## config.mk

```make
export PLATFORM = sky130hd
export DESIGN_NAME = vga_sync_rx
export DESIGN_NICKNAME = d
export VERILOG_FILES = /design/src/rtl/vga_sync_rx.sv
export SDC_FILE = /design/constraint.sdc
export NUM_CORES = 1
export LEC_CHECK = 0
export CAP_MARGIN = 20
export CORE_MARGIN = 1
export CORE_UTILIZATION = 30
export CTS_CLUSTER_DIAMETER = 30
export DETAILED_ROUTE_END_ITERATION = 6
export GPL_TIMING_DRIVEN = 0
export PLACE_DENSITY = 0.61
export SYNTH_ARGS = -nofsm -noshare
export SYNTH_HDL_FRONTEND = slang
export SYNTH_SLANG_ARGS = --single-unit
export TNS_END_PERCENT = 10
```

## constraint.sdc

```tcl
create_clock -name clk_pix -period 3.7 [get_ports clk_pix]
set_clock_uncertainty 0.15 [all_clocks]
set_input_delay 0.925 -clock clk_pix [delete_from_list [all_inputs] [get_ports clk_pix]]
set_output_delay 0.925 -clock clk_pix [all_outputs]
set_load 0.05 [all_outputs]
```

## src/rtl/vga_sync_rx.sv

```systemverilog
// rtl/vga_sync_rx.sv - raster receiver: recovers pixel coordinates from syncs, checks timing, locks and re-emits pixels
module vga_sync_rx #(
  parameter int CORDW       = 10,
  parameter int H_ACTIVE    = 640,
  parameter int H_TOTAL     = 800,
  parameter int V_ACTIVE    = 480,
  parameter int V_TOTAL     = 525,
  parameter bit HSYNC_POL   = 1'b0,
  parameter bit VSYNC_POL   = 1'b0,
  parameter int LOCK_FRAMES = 2
) (
  input  logic             clk_pix,
  input  logic             rst_pix,
  input  logic             hsync,
  input  logic             vsync,
  input  logic             de,
  input  logic [7:0]       r,
  input  logic [7:0]       g,
  input  logic [7:0]       b,
  output logic [CORDW-1:0] rx_x,
  output logic [CORDW-1:0] rx_y,
  output logic             rx_valid,
  output logic [7:0]       rx_r,
  output logic [7:0]       rx_g,
  output logic [7:0]       rx_b,
  output logic             frame_start,
  output logic             locked,
  output logic             lock_lost,
  output logic [3:0]       err_flags
);

  localparam logic [CORDW-1:0] CMAX = '1;
  localparam int GW = (LOCK_FRAMES > 1) ? $clog2(LOCK_FRAMES) : 1;

  typedef enum logic [1:0] {SEARCH, ACQUIRE, LOCKED} state_t;

  state_t           state_q, state_d;
  logic             hs_a_q, hs_a_d, vs_a_q, vs_a_d, de_q, de_d;
  logic [CORDW-1:0] h_len_q, h_len_d, px_cnt_q, px_cnt_d;
  logic [CORDW-1:0] v_len_q, v_len_d, act_ln_q, act_ln_d;
  logic [GW-1:0]    good_q, good_d;
  logic             bad_q, bad_d;
  logic [3:0]       err_flags_q, err_flags_d;
  logic             locked_q, locked_d, lock_lost_q, lock_lost_d;
  logic             rx_valid_q, rx_valid_d, frame_start_q, frame_start_d;
  logic [CORDW-1:0] rx_x_q, rx_x_d, rx_y_q, rx_y_d;
  logic [7:0]       rx_r_q, rx_r_d, rx_g_q, rx_g_d, rx_b_q, rx_b_d;

  logic             hs_a, vs_a, hs_rise, vs_rise, de_fall, err_any;
  logic [CORDW:0]   v_cnt, a_cnt;
  logic [3:0]       err_now;

  always_comb begin
    hs_a    = (hsync == HSYNC_POL);
    vs_a    = (vsync == VSYNC_POL);
    hs_rise = hs_a & ~hs_a_q;
    vs_rise = vs_a & ~vs_a_q;
    de_fall = ~de & de_q;
    hs_a_d  = hs_a;
    vs_a_d  = vs_a;
    de_d    = de;

    // Events coincident with vs_rise belong to the frame that is ending.
    v_cnt = {1'b0, v_len_q} + (CORDW+1)'(hs_rise);
    a_cnt = {1'b0, act_ln_q} + (CORDW+1)'(de_fall);

    // px_cnt already includes the last active pixel when de falls.
    err_now[0] = hs_rise && (h_len_q != CORDW'(H_TOTAL - 1));
    err_now[1] = de_fall && (px_cnt_q != CORDW'(H_ACTIVE));
    err_now[2] = vs_rise && (v_cnt != (CORDW+1)'(V_TOTAL));
    err_now[3] = vs_rise && (a_cnt != (CORDW+1)'(V_ACTIVE));
    err_any    = |err_now;

    h_len_d  = hs_rise ? '0 : ((h_len_q == CMAX) ? h_len_q : h_len_q + 1'b1);
    px_cnt_d = de_fall ? '0 : ((de && px_cnt_q != CMAX) ? px_cnt_q + 1'b1 : px_cnt_q);
    v_len_d  = vs_rise ? '0 : ((hs_rise && v_len_q != CMAX) ? v_len_q + 1'b1 : v_len_q);
    act_ln_d = vs_rise ? '0 : ((de_fall && act_ln_q != CMAX) ? act_ln_q + 1'b1 : act_ln_q);

    err_flags_d = err_flags_q | ((state_q != SEARCH) ? err_now : 4'b0000);

    state_d = state_q;
    good_d  = good_q;
    bad_d   = bad_q;
    case (state_q)
      SEARCH: begin
        if (vs_rise) begin
          state_d = ACQUIRE;
          good_d  = '0;
          bad_d   = 1'b0;
        end
      end
      ACQUIRE: begin
        bad_d = bad_q | err_any;
        if (vs_rise) begin
          bad_d = 1'b0;
          if (bad_q || err_any) begin
            good_d = '0;
          end else if (good_q == GW'(LOCK_FRAMES - 1)) begin
            state_d = LOCKED;
            good_d  = '0;
          end else begin
            good_d = good_q + 1'b1;
          end
        end
      end
      LOCKED: begin
        if (err_any) state_d = SEARCH;
      end
      default: state_d = SEARCH;
    endcase

    lock_lost_d = (state_q == LOCKED) && err_any;
    locked_d    = (state_d == LOCKED);

    rx_valid_d    = locked_q & de;
    frame_start_d = locked_q & de & (px_cnt_q == '0) & (act_ln_q == '0);
    rx_x_d = '0;
    rx_y_d = '0;
    rx_r_d = 8'h00;
    rx_g_d = 8'h00;
    rx_b_d = 8'h00;
    if (rx_valid_d) begin
      rx_x_d = px_cnt_q;
      rx_y_d = act_ln_q;
      rx_r_d = r;
      rx_g_d = g;
      rx_b_d = b;
    end
  end

  always_ff @(posedge clk_pix or posedge rst_pix) begin
    if (rst_pix) begin
      state_q       <= SEARCH;
      hs_a_q        <= 1'b0;
      vs_a_q        <= 1'b0;
      de_q          <= 1'b0;
      h_len_q       <= '0;
      px_cnt_q      <= '0;
      v_len_q       <= '0;
      act_ln_q      <= '0;
      good_q        <= '0;
      bad_q         <= 1'b0;
      err_flags_q   <= 4'b0000;
      locked_q      <= 1'b0;
      lock_lost_q   <= 1'b0;
      rx_valid_q    <= 1'b0;
      frame_start_q <= 1'b0;
      rx_x_q        <= '0;
      rx_y_q        <= '0;
      rx_r_q        <= 8'h00;
      rx_g_q        <= 8'h00;
      rx_b_q        <= 8'h00;
    end else begin
      state_q       <= state_d;
      hs_a_q        <= hs_a_d;
      vs_a_q        <= vs_a_d;
      de_q          <= de_d;
      h_len_q       <= h_len_d;
      px_cnt_q      <= px_cnt_d;
      v_len_q       <= v_len_d;
      act_ln_q      <= act_ln_d;
      good_q        <= good_d;
      bad_q         <= bad_d;
      err_flags_q   <= err_flags_d;
      locked_q      <= locked_d;
      lock_lost_q   <= lock_lost_d;
      rx_valid_q    <= rx_valid_d;
      frame_start_q <= frame_start_d;
      rx_x_q        <= rx_x_d;
      rx_y_q        <= rx_y_d;
      rx_r_q        <= rx_r_d;
      rx_g_q        <= rx_g_d;
      rx_b_q        <= rx_b_d;
    end
  end

  assign rx_x        = rx_x_q;
  assign rx_y        = rx_y_q;
  assign rx_valid    = rx_valid_q;
  assign rx_r        = rx_r_q;
  assign rx_g        = rx_g_q;
  assign rx_b        = rx_b_q;
  assign frame_start = frame_start_q;
  assign locked      = locked_q;
  assign lock_lost   = lock_lost_q;
  assign err_flags   = err_flags_q;

endmodule

```

After elaboration in Yosys (flattened, before gate mapping) --
Cells that the tools add are included.
Word-level totals: register bits 99, bits in latches 0, RAM bits 0, memory bits (read-only) 0, memories 0
Operators by class: add/subtract/negate cells 7, multipliers 0, divide/modulo/power cells 0, order comparisons 0, equality and inequality tests 14, shifts and indexed selects 0, mux-type cells 27, bitwise operators 13, reductions and logical operators 20
Operators with widths (number):
- 10-bit two-way mux | 10
- 10-bit inequality test (second input constant) | 5
- 10-bit by 1-bit adder with 10-bit output (second input constant) | 4
- 8-bit two-way mux | 3
- 10-bit by 1-bit adder with 11-bit output | 2
- 10-bit zero test | 2
- 11-bit by 10-bit inequality test with 1-bit output (second input constant) | 1
- 11-bit by 9-bit inequality test with 1-bit output (second input constant) | 1
- 10-bit == test (second input constant) | 1
- 2-bit two-way mux | 5
- 2-bit nonzero test | 5
- 1-bit logical AND | 8
- 1-bit AND | 6
- 2-bit inequality test (second input constant) | 3
- 2-bit one-hot mux with 3 select lines | 1
- 1-bit two-way mux | 5
- 1-bit NOT | 5
- 2-bit == test (second input constant) | 2
- 4-bit two-way mux | 1
- 4-bit bitwise OR | 1
- 1-bit one-hot mux with 2 select lines | 2
- 4-bit OR reduction | 1
- 3-bit AND reduction | 1
- 2-bit by 1-bit == test with 1-bit output (second input constant) | 1
- 5 further kinds | 5

Logic depth before layout (Yosys ltp) --
Gate-level depths: netlist (run 1).
word-level depth 11, depth in mapped cells 9, gate-level depth less buffers 9

Worst setup path after synthesis (run 1) --
Ideal clock, no wire load.
kind input port to flip-flop, start point input port de, end point register lock_lost_q (netlist: lock_lost), arrival 2.976 ns, required time 3.424 ns, slack 0.448 ns, stages 9, buffers on the path 0, cells stage by stage nand2b_1 > inv_1 > ha_1 > ha_1 > or3b_1 > a211o_1 > a211oi_1 > nand2_1 > o311a_1
Between the ends: longest elaborated chain between the ends 7, elaborated cells between the ends (all ways) 8, classes of those cells add/sub: 1; eq/ne: 1; bitwise: 2; reduce/logical: 4
Ends and longest elaborated chain:
- from (decl) | RTL line 16 | input logic de,
- 1-bit NOT * | RTL line 58 | de_fall = ~de & de_q;
- 1-bit AND * | RTL line 58
- 10-bit by 1-bit adder with 11-bit output | RTL line 65 | a_cnt = {1'b0, act_ln_q} + (CORDW+1)'(de_fall);
- 11-bit by 9-bit inequality test with 1-bit output | RTL line 71 | err_now[3] = vs_rise && (a_cnt != (CORDW+1)'(V_ACTIVE));
- 1-bit logical AND | RTL line 71
- 4-bit OR reduction * | RTL line 72 | err_any = |err_now;
- 1-bit logical AND * | RTL line 112 | lock_lost_d = (state_q == LOCKED) && err_any;
- net lock_lost_d | RTL line 44 | logic locked_q, locked_d, lock_lost_q, lock_lost_d;
- to (signal assigned) | RTL line 166 | lock_lost_q <= lock_lost_d;
- to (decl) | RTL line 44
Mark *: on every way through the listed nets, which the timed path passes. The rest lies on a longest branch. A chain may end at the register's enable or synchronous reset.

Final worst setup path (run 1) --
Same ends and word-level chain as after synthesis.

==> out/results.tsv, run 1 <==
metric	value	unit
buffers and inverters on the worst path	2	
flops & latches, synth	99	
Net count, final	556	
area of the placeable core	14600	um^2
share of flip-flops with an asynchronous set or reset after synthesis	100	%
starting density of the core	30.9	%
overall track demand over capacity in global routing	13.8	%
sequential fraction of the synthesis area	55.0	%
class of the most critical hold timing path	flip-flop to flip-flop	
area taken by flip-flops and latches	2480	um^2
total number of placement rows	44	
total wire length after detailed routing	10100	um
number of different library cells in the post-synthesis netlist	59	
width of the chip	125	um
die boundary height	125	um
commonest non-fill, non-tap cells in the layout	dfrtp_1, clkdlybuf4s50_1, and3_1, nor2_1, nand2_1	
startpoint kind of the worst setup timing path	input pin	
Fmax	283	MHz
Setup-failing EPs final	0	
number of vias per cell after detailed routing	4.94	
number of buffers inserted for hold repair after clock tree synthesis	0	
clk_lat worst skew	330	ps
run status	completed	
DR WL/cell	14.4	um
most frequent standard cell in the layout excluding fill and tap cells	dfrtp_1	
endpoint kind of the worst setup timing path	flip-flop	
Sinks on Clock Net	99	
TritonCTS clock tree	yes	
first-pass GRT wire length	17600	um
Post-DP Area	5570	um^2
Netlist Area Pre-Place	4500	um^2
required time of the worst setup path	3770	ps
Setup Total Neg Slack	0	ps
total nets after synthesis	464	
Via Count	3487	
PwrDens	395	nW/um^2
RePlAce Congestion	0.804	
total power	2.32	mW
clock slew at the register clock pins of the worst setup and hold paths	60	ps
number of synthesized flops with an enable pin	0	
portion of the clock cycle consumed by the worst path in the final layout	95.5	%
number of top-level pins	81	
mean area per synthesized cell	10.6	um^2
total iterations of the first detailed-routing run	4	
worst supply voltage drop on vdd	0.266	mV
number of buffers added by the clock tree synthesis step	9	
maximum fanout count along the critical path	7	
slowest cell delay on critical path	390	ps
maximum root-to-sink buffer count	2	
Overflow after GRT	0	
dominant delay contributor by cell family on the critical path	compound AO/OA/AOI/OAI gates	
DR iter-0 viols	255	
Final HPWL DP	7290	um
Max Cap Viol	0	
number of post-CTS setup repair buffers	0	
critical path class	input pin to flip-flop	
number of antenna violations at the first check in global routing	0	
Arr. time, crit path	3600	ps
Routed Antenna Nets	0	
DRC violations left	0	
fraction of final layout cells with drive strength greater than 1	7.09	%
library cell contributing the largest single delay on the critical path	or3b_1	
IO Port Bufs	80	
Multi-input gate area	1870	um^2
Filler cells	1373	
CP most frequent cell	ha_1	
number of warnings reported in the yosys synthesis log	0	
die area	15500	um^2
WHS	324	ps
post-layout utilization of the core	40.2	%
largest net degree at the start of global routing	68	
dominant register cell in the synthesized netlist	dfrtp_1	
Cell Chain, Critical Path	dlygate4sd2_1 > nand2b_2 > inv_1 > ha_1 > ha_1 > or3b_1 > a211o_1 > a211oi_2 > nand2_1 > o311a_1	
setup repair after global routing missed its margin	no	
total count of hold-check failures in the final report	0	
Min Clock Period, post-route	3530	ps
count of inserted antenna diode cells	0	
leakage power total	2.71	nW
transition time at the pin with the least slew margin	903	ps
post-layout instance area	5870	um^2
area growth from synthesis to final layout	30.3	%
Post-Synthesis Cells	425	
vias in the first global route	3498	
count of H-tree levels built during CTS	3	
CTS root buffer	clkbuf_16	
Final Max Tran Viols	0	
worst max-slew margin expressed relative to the limit	39.1	%
-- synthesized netlist by cell type, drive strengths merged, types with 3 or more instances --
cell    number  share of area, %
o31ai        6               1.0
nand2       24               2.0
buf          4              0.64
and4         5               1.0
xor2        20               3.9
nand3       14               1.6
nand4       23               3.5
o21ai        7              0.78
nor2b        4              0.56
inv         14               1.2
nor2        47               3.9
a21oi        6              0.67
and3        50               6.9
nor3b        3              0.50
a211oi       5              0.83
mux2i        3              0.67
o211ai       5              0.83
xnor2        8               1.6
dfrtp       99                55
nor3         4              0.44
clkbuf      21               1.8
or2          3              0.42
ha          10               2.8
or4          3              0.58
-- worst reg2reg max path, stage by stage (launching register included) --
cell and delay (ps):
dfrtp_1 410, nand2b_2 150, inv_1 160, ha_1 240, ha_1 250, or3b_1 390, a211o_1 300, a211oi_2 250
nand2_1 170, o311a_1 310
-- path summary, 6_finish.rpt --
| check | start | to | slack (ps) | cells after the start |
|---|---|---|---|---|
| setup / recovery | de | lock_lost$_DFF_PP0_ | 170 | 10 |
| hold reg to reg | err_flags[3]$_DFF_PP0_ | err_flags[3]$_DFF_PP0_ | 320 | 1 |
| max in group asynchronous | rst_pix | de_q$_DFF_PP0_ | 1930 | 3 |
| min in group asynchronous | rst_pix | err_flags[1]$_DFF_PP0_ | 810 | 2 |
| hold / removal | err_flags[3]$_DFF_PP0_ | err_flags[3]$_DFF_PP0_ | 320 | 1 |
| setup reg to reg | de_q$_DFF_PP0_ | lock_lost$_DFF_PP0_ | 800 | 9 |
-- metal layers --
metal  share of wire, %  GRT usage [%]  vias up
li1                   -              -     1700
met1                 46           18.0     1705
met2                 48           22.6       75
met3                4.1           3.01        7
met4                1.4           4.75        0
met5                  0              0        -
-- power breakdown --
part	switching, mW	internal, mW
logic	0.128	0.100
clock network	0.392	0.525
registers	0.0535	1.12
-- per-stage QoR --
| step | std cells | worst slack, ps |
|---|---|---|
| CTS | 706 | 140 |
| global route | 706 | 21.1 |
| floorplan | 425 | 34.6 |
| detailed placement | 690 | -663 |
| finish | 706 | 165 |
| global placement | 689 | -1350 |
-- sequential cells by signal (all words and copies together) (netlist names) --
register,count
de_q,1
rx_y,10
h_len_q,10
lock_lost,1
bad_q,1
rx_r,8
frame_start,1
rx_g,8
hs_a_q,1
px_cnt_q,10
locked,1
v_len_q,10
vs_a_q,1
rx_x,10
act_ln_q,10
good_q,1
rx_valid,1
err_flags,4
rx_b,8
state_q,2
-- cell families (layout without fill, tap and decap cells) --
kind of cell / count (synthesis) / in the layout / share of synthesized area [%]
buffers and inverters: 39 / 136 / 3.58
adders and majority gates: 10 / 10 / 2.78
AOI/OAI and AO/OA: 54 / 54 / 9.03
and+or+nand+nor: 191 / 191 / 23.3
xor gates and xnor gates: 28 / 28 / 5.44
muxes: 4 / 4 / 0.917
DFF: 99 / 99 / 55.0
-- area by class of cell --
| type | instances | share of cell area [%] |
|---|---|---|
| multi-input combinational | 287 | 31.9 |
| inverter | 14 | 0.938 |
| clock inverter | 6 | 1.11 |
| timing repair buffer | 81 | 14.1 |
| tap | 184 | 3.92 |
| sequential | 99 | 42.2 |
| buffer | 25 | 1.88 |
| clock buffer | 10 | 3.90 |
-- timing repair --
| action | CTS | global route |
|---|---|---|
| resized for setup | 4 | 2 |
| pin swaps | 0 | 1 |
| setup endpoints to repair | 6 | 3 |
Note: power is estimated with default switching activity, not from simulation.
==> run 2, diff against run 1 <==
--- a/config.mk
+++ b/config.mk
@@ -8,7 +8,7 @@
 export CAP_MARGIN = 20
 export CORE_MARGIN = 1
 export CORE_UTILIZATION = 30
-export CTS_CLUSTER_DIAMETER = 30
+export CTS_CLUSTER_DIAMETER = 60
 export DETAILED_ROUTE_END_ITERATION = 6
 export GPL_TIMING_DRIVEN = 0
 export PLACE_DENSITY = 0.61
==> results of run 2 <==
Final layout, timing and power as in run 1 (identical DEF).
==> run 3, diff against run 2 <==
--- a/config.mk
+++ b/config.mk
@@ -8,7 +8,7 @@
 export CAP_MARGIN = 20
 export CORE_MARGIN = 1
 export CORE_UTILIZATION = 30
-export CTS_CLUSTER_DIAMETER = 60
+export CTS_CLUSTER_DIAMETER = 30
 export DETAILED_ROUTE_END_ITERATION = 6
 export GPL_TIMING_DRIVEN = 0
 export PLACE_DENSITY = 0.61
==> results of run 3 <==
Final layout, timing and power as in run 1 (identical DEF).
